==> config.mk <==
export PLATFORM = sky130hd
export DESIGN_NAME = proc_run_sequencer
export DESIGN_NICKNAME = d
export VERILOG_FILES = /design/src/rtl/proc_run_pkg.sv /design/src/rtl/proc_run_capture.sv /design/src/rtl/proc_run_sequencer.sv
export SDC_FILE = /design/constraint.sdc
export NUM_CORES = 1
export LEC_CHECK = 0
export CORE_MARGIN = 2
export CORE_UTILIZATION = 45
export DETAILED_ROUTE_END_ITERATION = 10
export PLACE_DENSITY = 0.76
export SLEW_MARGIN = 20
export SYNTH_ARGS = -nofsm -noshare
export SYNTH_HDL_FRONTEND = slang
export SYNTH_HIERARCHICAL = 1
export SYNTH_SLANG_ARGS = --single-unit
==> constraint.sdc <==
create_clock -name clk -period 2.2 [get_ports clk]
set_clock_uncertainty 0.15 [all_clocks]
set_input_delay 0.22 -clock clk [delete_from_list [all_inputs] [get_ports clk]]
set_output_delay 0.22 -clock clk [all_outputs]
set_load 0.01 [all_outputs]
==> src/rtl/proc_run_pkg.sv <==
//------------------------------------------------------------------------------
// Module   : proc_run_pkg
// Desc     : Shared types and helpers for the processor run sequencer.
// Revision : 1.0 - initial release
//------------------------------------------------------------------------------
`default_nettype none

package proc_run_pkg;

  typedef enum logic [2:0] {
    S_IDLE = 3'd0,
    S_RST  = 3'd1,
    S_DLY  = 3'd2,
    S_RUN  = 3'd3,
    S_DONE = 3'd4
  } state_t;

  localparam int DEFAULT_DATA_W = 8;
  localparam int DEFAULT_CNT_W  = 16;

  // Low bit index of channel ch in a bus packed at w bits per channel.
  function automatic int slice_lo(input int ch, input int w);
    return ch * w;
  endfunction

endpackage

`default_nettype wire

==> src/rtl/proc_run_capture.sv <==
//------------------------------------------------------------------------------
// Module   : proc_run_capture
// Desc     : Per-channel first-non-zero capture with compare against expected.
// Revision : 1.0 - initial release
//------------------------------------------------------------------------------
`default_nettype none

module proc_run_capture
  import proc_run_pkg::*;
#(
  parameter int DATA_W = DEFAULT_DATA_W
) (
  input  logic              clk,
  input  logic              reset,
  input  logic              i_clear,
  input  logic              i_arm,
  input  logic [DATA_W-1:0] i_data,
  input  logic [DATA_W-1:0] i_exp,
  output logic              o_hit,
  output logic              o_ok,
  output logic [DATA_W-1:0] o_value
);

  logic              r_hit;
  logic              r_ok;
  logic [DATA_W-1:0] r_value;
  logic              w_take;

  assign w_take = i_arm & ~r_hit & (i_data != '0);

  always_ff @(posedge clk) begin
    if (!reset) begin
      r_hit   <= 1'b0;
      r_ok    <= 1'b0;
      r_value <= '0;
    end else if (i_clear) begin
      r_hit   <= 1'b0;
      r_ok    <= 1'b0;
      r_value <= '0;
    end else if (w_take) begin
      r_hit   <= 1'b1;
      r_ok    <= (i_data == i_exp);
      r_value <= i_data;
    end
  end

  assign o_hit   = r_hit;
  assign o_ok    = r_ok;
  assign o_value = r_value;

endmodule

`default_nettype wire

==> src/rtl/proc_run_sequencer.sv <==
//------------------------------------------------------------------------------
// Module   : proc_run_sequencer
// Desc     : Run controller: sequences core reset/start, captures first non-zero
//            output per channel, reports done/pass/timeout.
//            Optional per-channel latency output: PROC_RUN_LATENCY_EN.
// Revision : 1.0 - initial release
//------------------------------------------------------------------------------
`default_nettype none

module proc_run_sequencer
  import proc_run_pkg::*;
#(
  parameter int DATA_W    = DEFAULT_DATA_W,
  parameter int N_CH      = 4,
  parameter int RST_CYC   = 2,
  parameter int START_DLY = 2,
  parameter int TIMEOUT   = 1024,
  parameter int CNT_W     = DEFAULT_CNT_W
) (
  input  logic                   clk,
  input  logic                   reset,
  input  logic                   i_go,
  input  logic [N_CH*DATA_W-1:0] i_dut_out,
  input  logic [N_CH*DATA_W-1:0] i_expected,
  output logic                   o_dut_rst,
  output logic                   o_dut_start,
  output logic                   o_busy,
  output logic                   o_done,
  output logic                   o_pass,
  output logic                   o_timeout,
  output logic [N_CH-1:0]        o_ch_hit,
  output logic [N_CH-1:0]        o_ch_ok,
  output logic [N_CH*DATA_W-1:0] o_result,
  output logic [CNT_W-1:0]       o_run_cycles
`ifdef PROC_RUN_LATENCY_EN
  ,
  output logic [N_CH*CNT_W-1:0]  o_ch_lat
`endif
);

  state_t                 r_state;
  state_t                 w_state_nxt;
  logic [CNT_W-1:0]       r_ph_cnt;
  logic [CNT_W-1:0]       r_run_cycles;
  logic [N_CH*DATA_W-1:0] r_exp;
  logic                   r_pass;
  logic                   r_timeout;

  logic                   w_go_ok;
  logic                   w_arm;
  logic                   w_all_hit;
  logic                   w_tmo_hit;
  logic [N_CH-1:0]        w_hit;
  logic [N_CH-1:0]        w_ok;
  logic [N_CH-1:0]        w_take;
  logic [N_CH-1:0]        w_hit_now;
  logic [N_CH-1:0]        w_ok_now;

  assign w_go_ok   = i_go & ((r_state == S_IDLE) | (r_state == S_DONE));
  assign w_arm     = (r_state == S_RUN);
  assign w_all_hit = &w_hit_now;
  assign w_tmo_hit = (r_run_cycles >= CNT_W'(TIMEOUT - 1));

  // Hit/ok as they will be after this edge, so exit and pass see same-cycle captures.
  for (genvar k = 0; k < N_CH; k++) begin : g_ch
    localparam int LO = slice_lo(k, DATA_W);
    logic [DATA_W-1:0] w_slice;
    assign w_slice      = i_dut_out[LO +: DATA_W];
    assign w_take[k]    = w_arm & ~w_hit[k] & (w_slice != '0);
    assign w_hit_now[k] = w_hit[k] | (w_slice != '0);
    assign w_ok_now[k]  = w_hit[k] ? w_ok[k] : (w_slice == r_exp[LO +: DATA_W]);

    proc_run_capture #(
      .DATA_W (DATA_W)
    ) u_cap (
      .clk     (clk),
      .reset   (reset),
      .i_clear (w_go_ok),
      .i_arm   (w_arm),
      .i_data  (w_slice),
      .i_exp   (r_exp[LO +: DATA_W]),
      .o_hit   (w_hit[k]),
      .o_ok    (w_ok[k]),
      .o_value (o_result[LO +: DATA_W])
    );
  end

  always_ff @(posedge clk) begin
    if (!reset) r_state <= S_IDLE;
    else        r_state <= w_state_nxt;
  end

  always_comb begin
    w_state_nxt = r_state;
    case (r_state)
      S_IDLE, S_DONE: if (i_go) w_state_nxt = S_RST;
      S_RST: if (r_ph_cnt == CNT_W'(RST_CYC - 1))
               w_state_nxt = (START_DLY == 0) ? S_RUN : S_DLY;
      S_DLY: if (r_ph_cnt == CNT_W'(START_DLY - 1)) w_state_nxt = S_RUN;
      S_RUN: if (w_all_hit || w_tmo_hit) w_state_nxt = S_DONE;
      default: w_state_nxt = S_IDLE;
    endcase
  end

  always_comb begin
    o_dut_rst   = (r_state == S_IDLE) | (r_state == S_RST);
    o_dut_start = (r_state == S_RUN);
    o_busy      = (r_state == S_RST) | (r_state == S_DLY) | (r_state == S_RUN);
    o_done      = (r_state == S_DONE);
  end

  always_ff @(posedge clk) begin
    if (!reset) begin
      r_ph_cnt <= '0;
    end else if (w_state_nxt != r_state) begin
      r_ph_cnt <= '0;
    end else if ((r_state == S_RST) || (r_state == S_DLY)) begin
      r_ph_cnt <= r_ph_cnt + 1'b1;
    end
  end

  always_ff @(posedge clk) begin
    if (!reset) begin
      r_exp        <= '0;
      r_run_cycles <= '0;
      r_pass       <= 1'b0;
      r_timeout    <= 1'b0;
    end else if (w_go_ok) begin
      r_exp        <= i_expected;
      r_run_cycles <= '0;
      r_pass       <= 1'b0;
      r_timeout    <= 1'b0;
    end else if (r_state == S_RUN) begin
      if (r_run_cycles != '1) r_run_cycles <= r_run_cycles + 1'b1;
      if (w_state_nxt == S_DONE) begin
        r_pass    <= w_all_hit & (&w_ok_now);
        r_timeout <= ~w_all_hit;
      end
    end
  end

  assign o_pass       = r_pass;
  assign o_timeout    = r_timeout;
  assign o_ch_hit     = w_hit;
  assign o_ch_ok      = w_ok;
  assign o_run_cycles = r_run_cycles;

`ifdef PROC_RUN_LATENCY_EN
  logic [N_CH*CNT_W-1:0] r_ch_lat;

  always_ff @(posedge clk) begin
    if (!reset) begin
      r_ch_lat <= '0;
    end else if (w_go_ok) begin
      r_ch_lat <= '0;
    end else begin
      for (int k = 0; k < N_CH; k++) begin
        if (w_take[k]) r_ch_lat[k*CNT_W +: CNT_W] <= r_run_cycles;
      end
    end
  end

  assign o_ch_lat = r_ch_lat;
`endif

endmodule

`default_nettype wire

==> flow_summary.json, run 1 <==
{
  "cts_hold_buf": 0,
  "fin_setup_tns_ns": 0,
  "crit_end": "o_done",
  "first_pass_iters": 4,
  "intPower_uw": 3350,
  "power_frac_comb_pct": 14.4,
  "clockRootBuffer": "clkbuf_16",
  "timing.fmax_mhz": 483,
  "drtAntennaViolNets": 0,
  "mostFrequentLayoutCells": "clkdlybuf4s50_1, dfxtp_1, nand2_1, xnor2_1, buf_4",
  "synth_seq_cells": 109,
  "yosys.area.top_type": "dfxtp_1",
  "reg2reg_slack_ns": 0.13,
  "grt_setup_unrepaired": "false",
  "yosysSeqAreaShare_pct": 40.1,
  "clk_pin_slew_ns": 0.07,
  "stdcell_area_um2": 7590,
  "synth_cells": 621,
  "hold_violations": 0,
  "cp-end-kind": "output port",
  "pwr-share-seq_pct": 47.1,
  "cap_violations": 0,
  "grt_start_max_net_pins": 36,
  "run_status": "finished clean",
  "drt-initial-drc-count": 256,
  "drc": 0,
  "finalCriticalPeriod_ns": 2.07,
  "clkSinkCount": 109,
  "clockPowerShare_pct": 38.5,
  "avgSynthCellArea_um2": 8.77,
  "synth_area_leaders": "dfxtp_1, xnor2_1, nand2_1",
  "setup_viol": 0,
  "peakVddDrop_mv": 0.499,
  "critPathKind": "reg2out",
  "dpl_cell_area_um2": 7250,
  "ys_async_sr_fraction_pct": 0,
  "placementRows": 40,
  "netlist_area_um2": 5450,
  "switching_share_pct": 23.9,
  "cts_buffer_depth": 2,
  "area_growth_pct": 39.4,
  "startpoint": "r_state[2]",
  "yosysUniqueCellTypes": 50,
  "drive_above_1_share_pct": 14.8,
  "r2r-end": "o_run_cycles[1]",
  "worst-r2r-cell-count": 6,
  "period_share_pct": 94.1,
  "antenna_found_initial": 0,
  "p_per_area_nw_per_um2": 579,
  "ys.flop_type": "dfxtp_1",
  "ios": 129,
  "die_h_um": 114,
  "portBuffers": 128,
  "syn_nets": 691,
  "viasPerCell": 5.39,
  "nets": 864,
  "relSlewSlack_pct": 71.6,
  "final_common_cell": "clkdlybuf4s50_1",
  "clkLatencyLatePin_ns": 0.35,
  "report.final.slew_viol_count": 0,
  "power_leakage_uw": 0.00254,
  "synth_edf_count": 0,
  "instances_no_fill": 946,
  "cts_tree": "yes",
  "grt.total_usage_pct": 22.7,
  "yosysTopAreaCellShare_pct": 40.1,
  "grt_pass1_wl_um": 23900,
  "yosys_warnings": 6,
  "worst_slew_pin_slew_ns": 0.421,
  "wl_per_cell_um": 15.2,
  "initial_utilization_pct": 45.7,
  "required_ns": 1.83,
  "core_um2": 11900,
  "startpoint_type": "register",
  "min_path_type": "in2reg",
  "dp_hpwl_um": 11000,
  "die-area_um2": 13000,
  "dp_cells": 929,
  "grt_pass1_vias": 5076,
  "crit_fanout": 7,
  "totalWireLength_um": 14400,
  "h-tree-depth": 3,
  "overflow": 0,
  "gp_congestion": 0.833,
  "numCtsBuffers": 9,
  "p_sw_uw": 1050,
  "antenna_cells": 0,
  "r2r_start": "o_run_cycles[1]",
  "cp_data_arrival_time_ns": 1.70,
  "vias": 5101,
  "die_w_um": 114
}
## metrics by stage
stage / util [%] / power, uW / hold WS (ns) / setup WS, ns
floorplan: - / 2420 / 0.188 / 0.0113
global placement: 60.9 / 2720 / 0.332 / 0.0515
detailed placement: 60.9 / 2740 / 0.339 / 0.0117
CTS: 63.5 / 4440 / 0.254 / 0.00127
global route: 63.8 / 4590 / 0.270 / 0.00410
finish: 63.8 / 4400 / 0.272 / 0.130
## synth_stat cells (4+ instances only)
| cell type | n |
|---|---|
| or4_4 | 5 |
| xnor2_1 | 75 |
| a21oi_1 | 41 |
| buf_4 | 4 |
| nand2b_1 | 6 |
| a211oi_1 | 7 |
| o21ai_0 | 9 |
| nor2_1 | 59 |
| clkbuf_1 | 16 |
| buf_2 | 4 |
| nor4_1 | 7 |
| nand4_1 | 19 |
| o21ai_2 | 4 |
| nand3_1 | 21 |
| nor2b_1 | 6 |
| inv_1 | 12 |
| or4_1 | 9 |
| a22oi_2 | 16 |
| xor2_1 | 16 |
| o211ai_1 | 4 |
| nand2_1 | 79 |
| nand4b_1 | 5 |
| a22oi_1 | 16 |
| nor3_1 | 18 |
| o31ai_1 | 4 |
| buf_6 | 5 |
| and4_1 | 4 |
| a211oi_2 | 8 |
| dfxtp_1 | 109 |
## worst min path at each step
| stage | from | to | slack (ns) | cells after the start |
|---|---|---|---|---|
| 2_1_floorplan | reset | r_state[2] | 0.19 | 1 |
| 3_3_place_gp | o_pass | o_pass | 0.33 | 2 |
| 3_5_place_dp | g_ch[2].u_cap/o_value[5] | g_ch[2].u_cap/o_value[5] | 0.34 | 2 |
| 4_1_cts | i_expected[30] | r_exp[30] | 0.25 | 3 |
| 5_1_grt | i_expected[30] | r_exp[30] | 0.27 | 3 |
| 6_report | i_expected[9] | r_exp[9] | 0.27 | 3 |
## area by class of cell
| class | count | area [um2] |
|---|---|---|
| inverters | 14 | 52.6 |
| well taps | 147 | 184 |
| multi-input cells | 468 | 3050 |
| flip-flops and latches | 109 | 2180 |
| clock buffers | 12 | 236 |
| fillers | 1001 | 4320 |
| repair buffers | 192 | 1810 |
| clock inverters | 4 | 72.6 |
## registers in the layout, summed over array words and instances, names as in the netlist
| name | count |
|---|---|
| g_ch.u_cap/o_value | 32 |
| r_exp | 32 |
| o_run_cycles | 16 |
| r_ph_cnt | 16 |
| g_ch.u_cap/o_hit | 4 |
| g_ch.u_cap/o_ok | 4 |
| r_state | 3 |
| o_pass | 1 |
| o_timeout | 1 |
## kinds of logic (layout without fill, tap and decap cells)
family | after synthesis | in the layout | synth area share [%]
xor gates and xnor gates | 91 | 91 | 14.6
buffers and inverters | 44 | 222 | 4.09
adders and majority gates | 3 | 3 | 0.689
AOI/OAI and AO/OA | 121 | 121 | 16.8
muxes | 2 | 2 | 0.368
DFF | 109 | 109 | 40.1
and+or+nand+nor | 251 | 251 | 23.4
## routing by layer
| metal | vias to the layer above | global-route usage (%) | wire, um |
|---|---|---|---|
| met3 | 13 | 6.38 | 819 |
| met5 | - | 0 | 0 |
| met2 | 150 | 39.7 | 7290 |
| met4 | 0 | 5.93 | 209 |
| li1 | 2526 | - | - |
| met1 | 2412 | 27.5 | 6100 |
## worst max-delay path: stages (launching register included)
cell	delay [ns]
dfxtp_1	0.33
buf_4	0.14
inv_1	0.09
nor3_4	0.22
clkdlybuf4s50_1	0.57
## power groups by stage
stage | clock [uW] | sequential (uW) | combinational (uW)
detailed placement | 0 | 2120 | 626
floorplan | 0 | 2110 | 315
finish | 1690 | 2070 | 632
CTS | 1740 | 2070 | 632
global route | 1830 | 2080 | 689
global placement | 0 | 2110 | 609
## what timing repair did
action,4_1_cts,5_1_grt
pin swaps,0,1
buffers inserted,0,1
setup endpoints to repair,1,4
resized for setup,1,3
No activity file was read; power rests on OpenSTA's default activity.
==> run 2, diff against run 1 <==
--- a/config.mk
+++ b/config.mk
@@ -5,12 +5,13 @@
 export SDC_FILE = /design/constraint.sdc
 export NUM_CORES = 1
 export LEC_CHECK = 0
+export ABC_CLOCK_PERIOD_IN_PS = 2200
+export CAP_MARGIN = 20
 export CORE_MARGIN = 2
 export CORE_UTILIZATION = 45
 export DETAILED_ROUTE_END_ITERATION = 10
-export PLACE_DENSITY = 0.76
+export PLACE_DENSITY = 0.77
 export SLEW_MARGIN = 20
 export SYNTH_ARGS = -nofsm -noshare
 export SYNTH_HDL_FRONTEND = slang
-export SYNTH_HIERARCHICAL = 1
 export SYNTH_SLANG_ARGS = --single-unit
==> run 2 against run 1 <==
Global-route usage rose by 0.16 points; combinational power shrank 2%; hold slack worse by 0.15 ns; cell area fell by 2.5%; largest cell class unchanged.
==> flow_summary.json, run 2 <==
{
  "finalCriticalPeriod_ns": 2.18,
  "clkSinkCount": 109,
  "power_leakage_uw": 0.00250,
  "final_common_cell": "clkdlybuf4s50_1",
  "relSlewSlack_pct": 60.2,
  "viasPerCell": 5.38,
  "syn_nets": 646,
  "fillers": 897,
  "synth_area_leaders": "dfxtp_1, xnor2_1, mux2i_1",
  "p_sw_uw": 1140,
  "cp_data_arrival_time_ns": 2.28,
  "startpoint_type": "primary input",
  "yosys_warnings": 0,
  "startpoint": "i_dut_out[17]",
  "r2r-end": "r_state[1]",
  "yosysSeqAreaShare_pct": 42.4,
  "setup_viol": 0,
  "p_per_area_nw_per_um2": 580,
  "gp_congestion": 0.838,
  "reg2reg_slack_ns": 0.09,
  "report.final.slew_viol_count": 0,
  "worst-r2r-cell-count": 6,
  "die_h_um": 111,
  "wl_per_cell_um": 16.0,
  "crit_end": "r_state[1]",
  "peakVddDrop_mv": 0.338,
  "overflow": 0,
  "stdcell_area_um2": 7400,
  "h-tree-depth": 3,
  "ys_top_cells_by_count": "dfxtp_1, nand2_1, nor2_1",
  "hold_violations": 0,
  "first_pass_iters": 5,
  "die_w_um": 111,
  "worst_slew_pin_slew_ns": 0.597,
  "cts_tree": "yes",
  "synth_seq_cells": 109,
  "initial_utilization_pct": 45.7,
  "clkLatencyLatePin_ns": 0.36,
  "grt_pass1_wl_um": 23000,
  "min_path_type": "in2reg",
  "drt-initial-drc-count": 223,
  "placementRows": 39,
  "cts_buffer_depth": 2,
  "drtAntennaViolNets": 0,
  "ys.flop_type": "dfxtp_1",
  "antenna_found_initial": 1,
  "die-area_um2": 12300,
  "period_share_pct": 99.1,
  "dpl_cell_area_um2": 6920,
  "mostFrequentLayoutCells": "clkdlybuf4s50_1, dfxtp_1, nand2_1, buf_4, nor2_1",
  "power_uw": 4290,
  "intPower_uw": 3150,
  "cap_violations": 0,
  "drc": 0,
  "r2r_start": "o_run_cycles[10]",
  "holdCritStartpoint": "i_dut_out[16]",
  "synth_edf_count": 0,
  "yosysMostFrequentCell": "dfxtp_1",
  "portBuffers": 128,
  "grt_pass1_vias": 4687,
  "critPathKind": "in2reg",
  "clockPowerShare_pct": 37.5,
  "yosysUniqueCellTypes": 56,
  "totalWireLength_um": 14300,
  "nets": 815,
  "run_status": "finished clean",
  "grt.total_usage_pct": 22.9,
  "timing.fmax_mhz": 459,
  "grt_start_max_net_pins": 33,
  "cp-end-kind": "register",
  "required_ns": 2.30,
  "fin_setup_tns_ns": 0,
  "numCtsBuffers": 9,
  "instances_no_fill": 894,
  "dp_hpwl_um": 10600,
  "avgSynthCellArea_um2": 8.94,
  "drive_above_1_share_pct": 16.1,
  "dp_cells": 872,
  "vias": 4807,
  "utilization_pct": 65.7,
  "synth_cells": 576,
  "power_frac_comb_pct": 14.5,
  "area_growth_pct": 43.7,
  "yosysTopAreaCellShare_pct": 42.4,
  "crit_fanout": 5,
  "core_um2": 11300,
  "pwr-share-seq_pct": 48.1,
  "ios": 129,
  "netlist_area_um2": 5150,
  "ys_async_sr_fraction_pct": 0,
  "clockRootBuffer": "clkbuf_16",
  "clk_pin_slew_ns": 0.08,
  "switching_share_pct": 26.6,
  "yosys.area.top_type": "dfxtp_1"
}
-- run 2: worst min-delay path by stage --
stage / end / depth (start not counted)
final: g_ch[2].u_cap.o_value[0] / 4
after global routing: g_ch[0].u_cap.o_value[6] / 4
after CTS: r_exp[18] / 3
after detailed placement: r_exp[30] / 2
after global placement: r_exp[4] / 2
after floorplan: r_exp[0] / 2
-- run 2: metrics by stage --
| step | setup slack, ns | hold WS (ns) |
|---|---|---|
| finish | 0.0198 | 0.118 |
| detailed placement | -0.420 | 0.318 |
| CTS | -0.0206 | 0.263 |
| global placement | -0.315 | 0.316 |
| global route | -0.0195 | 0.134 |
| floorplan | 0.0586 | 0.215 |
-- run 2: logic make-up (layout without fill, tap and decap cells) --
kind of cell               count (synthesis)  in the layout  share of synthesized area [%]
AOI/OAI and AO/OA                         88             91                           12.4
buffers and inverters                     48            219                           4.37
muxes                                     34             34                           6.61
xor gates and xnor gates                  50             50                           8.50
and+or+nand+nor                          243            243                           24.8
DFF                                      109            109                           42.4
adders and majority gates                  4              4                          0.923
other                                      0              1                              0
-- run 2: repair_timing --
action,in CTS,in global routing
hold buffers,0,0
gates resized for setup,5,23
pin swaps,2,9
setup endpoints to repair,31,19
buffers inserted,1,1
cloned,1,2
-- run 2: per-layer routing --
layer  vias up  wire, um  global-route usage, %  part of all wire [%]
li1       2358         -                      -                     -
met1      2297      6240                   28.3                    44
met2       124      7160                   39.3                    50
met3        28       588                   4.59                   4.1
met4         0       346                   8.67                   2.4
met5         -         0                      0                     0
-- run 2: worst max-delay path, stage by stage --
cell             delay [ns]
clkdlybuf4s50_1        0.44
or4_4                  0.52
or3_4                  0.41
o2111ai_4              0.20
buf_6                  0.17
a21oi_1                0.06
nor4b_1                0.26
-- run 2: cell type report --
class	instances	area (um2)	share of cell area [%]
antenna	1	2.50	0.0338
clock buffer	9	225	3.04
clock inverter	7	68.8	0.930
inverter	10	37.5	0.507
multi-input combinational	422	2900	39.1
sequential	109	2180	29.5
tap	143	179	2.42
timing repair buffer	193	1810	24.5
-- run 2: power by group through the flow --
| stage | combinational, uW | sequential [uW] | clock (uW) |
|---|---|---|---|
| floorplan | 288 | 2100 | 0 |
| global placement | 595 | 2110 | 0 |
| detailed placement | 605 | 2110 | 0 |
| CTS | 613 | 2060 | 1630 |
| global route | 675 | 2070 | 1710 |
| finish | 621 | 2060 | 1610 |
==> run 3, diff against run 2 <==
--- a/config.mk
+++ b/config.mk
@@ -10,7 +10,7 @@
 export CORE_MARGIN = 2
 export CORE_UTILIZATION = 45
 export DETAILED_ROUTE_END_ITERATION = 10
-export PLACE_DENSITY = 0.77
+export PLACE_DENSITY = 0.82
 export SLEW_MARGIN = 20
 export SYNTH_ARGS = -nofsm -noshare
 export SYNTH_HDL_FRONTEND = slang
==> run 3 against run 2 <==
Critical path depth increased by 1; sequential share of layout area decreased by 0.40 points; count of clock-buffer cells in the layout increased by 1; maximum frequency decreased by 0.67%; sequential power about the same; sequential cell count unchanged; power increased by 1.7%; register-to-register slack got worse by 0.08 ns; global-route usage increased by 0.22 points; worst setup slack got worse by 0.015 ns; die area unchanged; largest power group unchanged.
==> flow_summary.json, run 3 (same netlist as run 2, synthesis figures left out) <==
{
  "core_um2": 11300,
  "grt_pass1_wl_um": 23400,
  "numCtsBuffers": 9,
  "worst-r2r-cell-count": 8,
  "dpl_cell_area_um2": 6930,
  "report.final.slew_viol_count": 0,
  "hold_violations": 0,
  "overflow": 0,
  "vias": 4942,
  "relSlewSlack_pct": 62.8,
  "final_common_cell": "clkdlybuf4s50_1",
  "power_leakage_uw": 0.00258,
  "die_h_um": 111,
  "instances_no_fill": 898,
  "clkLatencyLatePin_ns": 0.35,
  "clk_pin_slew_ns": 0.07,
  "drtAntennaViolNets": 0,
  "preCtsSetupSlack_ns": -0.412,
  "setup_slack_ns": 0.00521,
  "wl_per_cell_um": 16.6,
  "min_path_cells": 4,
  "timing.fmax_mhz": 456,
  "critPathKind": "reg2reg",
  "finalCriticalPeriod_ns": 2.19,
  "period_share_pct": 99.8,
  "intPower_uw": 3270,
  "p_per_area_nw_per_um2": 582,
  "drc": 0,
  "reg2reg_slack_ns": 0.005,
  "drt-initial-drc-count": 285,
  "crit_fanout": 8,
  "mostFrequentLayoutCells": "clkdlybuf4s50_1, dfxtp_1, nand2_1, buf_4, nor2_1",
  "cp-end-kind": "register",
  "required_ns": 2.27,
  "startpoint_type": "register",
  "viasPerCell": 5.50,
  "gp_congestion": 0.847,
  "placementRows": 39,
  "nets": 820,
  "worst_slew_pin_slew_ns": 0.553,
  "p_sw_uw": 1090,
  "h-tree-depth": 3,
  "grt.total_usage_pct": 23.1,
  "setup_viol": 0,
  "critPathMaxStageDelay_ns": 0.37,
  "antenna_cells": 0,
  "dp_hpwl_um": 10700,
  "r2r_start": "r_ph_cnt[1]",
  "antenna_found_initial": 1,
  "cts_buffer_depth": 2,
  "clkSinkCount": 109,
  "path_cells": "inv_1 -> ha_1 -> nor4b_4 -> nand4_1 -> maj3_2 -> a21oi_4 -> clkbuf_16 -> nor4b_2",
  "area_growth_pct": 45.8,
  "holdCritStartpoint": "i_dut_out[21]",
  "stdcell_area_um2": 7510,
  "clockRootBuffer": "clkbuf_16",
  "switching_share_pct": 25.1,
  "initial_utilization_pct": 45.7,
  "cap_violations": 0,
  "run_status": "finished clean",
  "die-area_um2": 12300,
  "r2r-end": "r_ph_cnt[10]",
  "dp_cells": 873,
  "clockPowerShare_pct": 37.5,
  "peakVddDrop_mv": 0.476,
  "die_w_um": 111,
  "drive_above_1_share_pct": 17.1,
  "min_path_type": "in2reg",
  "grt_pass1_vias": 4734,
  "ios": 129,
  "pwr-share-seq_pct": 47.3,
  "crit_path_top_delay_cell": "maj3_2",
  "cts_hold_buf": 0,
  "power_frac_comb_pct": 15.2,
  "totalWireLength_um": 14900,
  "grt_start_max_net_pins": 42,
  "hold_end": "g_ch[2].u_cap.o_value[5]",
  "cp_data_arrival_time_ns": 2.26,
  "cts_tree": "yes",
  "first_pass_iters": 5,
  "portBuffers": 128
}
run 3: how the worst max path moves through the flow:
stage               cells after the start           from      endpoint  slack [ns]
floorplan                               7    r_ph_cnt[0]   r_ph_cnt[5]        0.06
global placement                        6   i_dut_out[7]   r_ph_cnt[0]       -0.32
detailed placement                      6   i_dut_out[7]   r_ph_cnt[2]       -0.41
CTS                                     6  i_dut_out[20]   r_ph_cnt[1]       0.002
global route                            8    r_ph_cnt[1]  r_ph_cnt[10]       -0.06
finish                                  8    r_ph_cnt[1]  r_ph_cnt[10]       0.005
run 3: power by group through the flow:
stage | clock network [uW] | logic [uW] | registers (uW)
global route | 1740 | 717 | 2070
floorplan | 0 | 288 | 2100
detailed placement | 0 | 605 | 2110
global placement | 0 | 590 | 2110
CTS | 1640 | 615 | 2070
finish | 1640 | 665 | 2070
run 3: layout make-up:
| class | instances | area [um2] |
|---|---|---|
| fill | 845 | 3760 |
| multi-input combinational | 422 | 2930 |
| sequential | 109 | 2180 |
| timing repair buffer | 198 | 1870 |
| clock buffer | 10 | 229 |
| tap | 143 | 179 |
| clock inverter | 6 | 72.6 |
| inverter | 10 | 37.5 |
run 3: critical path, delay by kind of cell, from the launching register on:
family | cells | cell delay, ns
compound gates | 1 | 0.24
fa+ha+maj | 2 | 0.56
buf+inv | 2 | 0.28
flops | 1 | 0.33
simple gates | 3 | 0.52
run 3: what timing repair did:
action | CTS | global route
cloned | 1 | 3
setup endpoints to repair | 44 | 37
buffers inserted | 1 | 4
pin swaps | 2 | 10
resized for setup | 9 | 32
run 3: layer usage:
metal,GRT usage (%),wire (um),vias to the layer above
li1,-,-,2368
met1,28.9,6240,2331
met2,39.7,7250,198
met3,4.59,865,45
met4,8.00,514,0
met5,0,0,-
run 3: stage by stage:
stage | TNS, ns | total power, uW | utilization (%) | hold slack, ns
4_1_cts | 0 | 4320 | 64.7 | 0.281
3_5_place_dp | -10.88 | 2720 | 61.5 | 0.321
3_3_place_gp | -8.14 | 2700 | 61.5 | 0.313
6_report | 0 | 4370 | 66.6 | 0.134
5_1_grt | -0.517 | 4530 | 66.6 | 0.149
2_1_floorplan | 0 | 2390 | - | 0.215
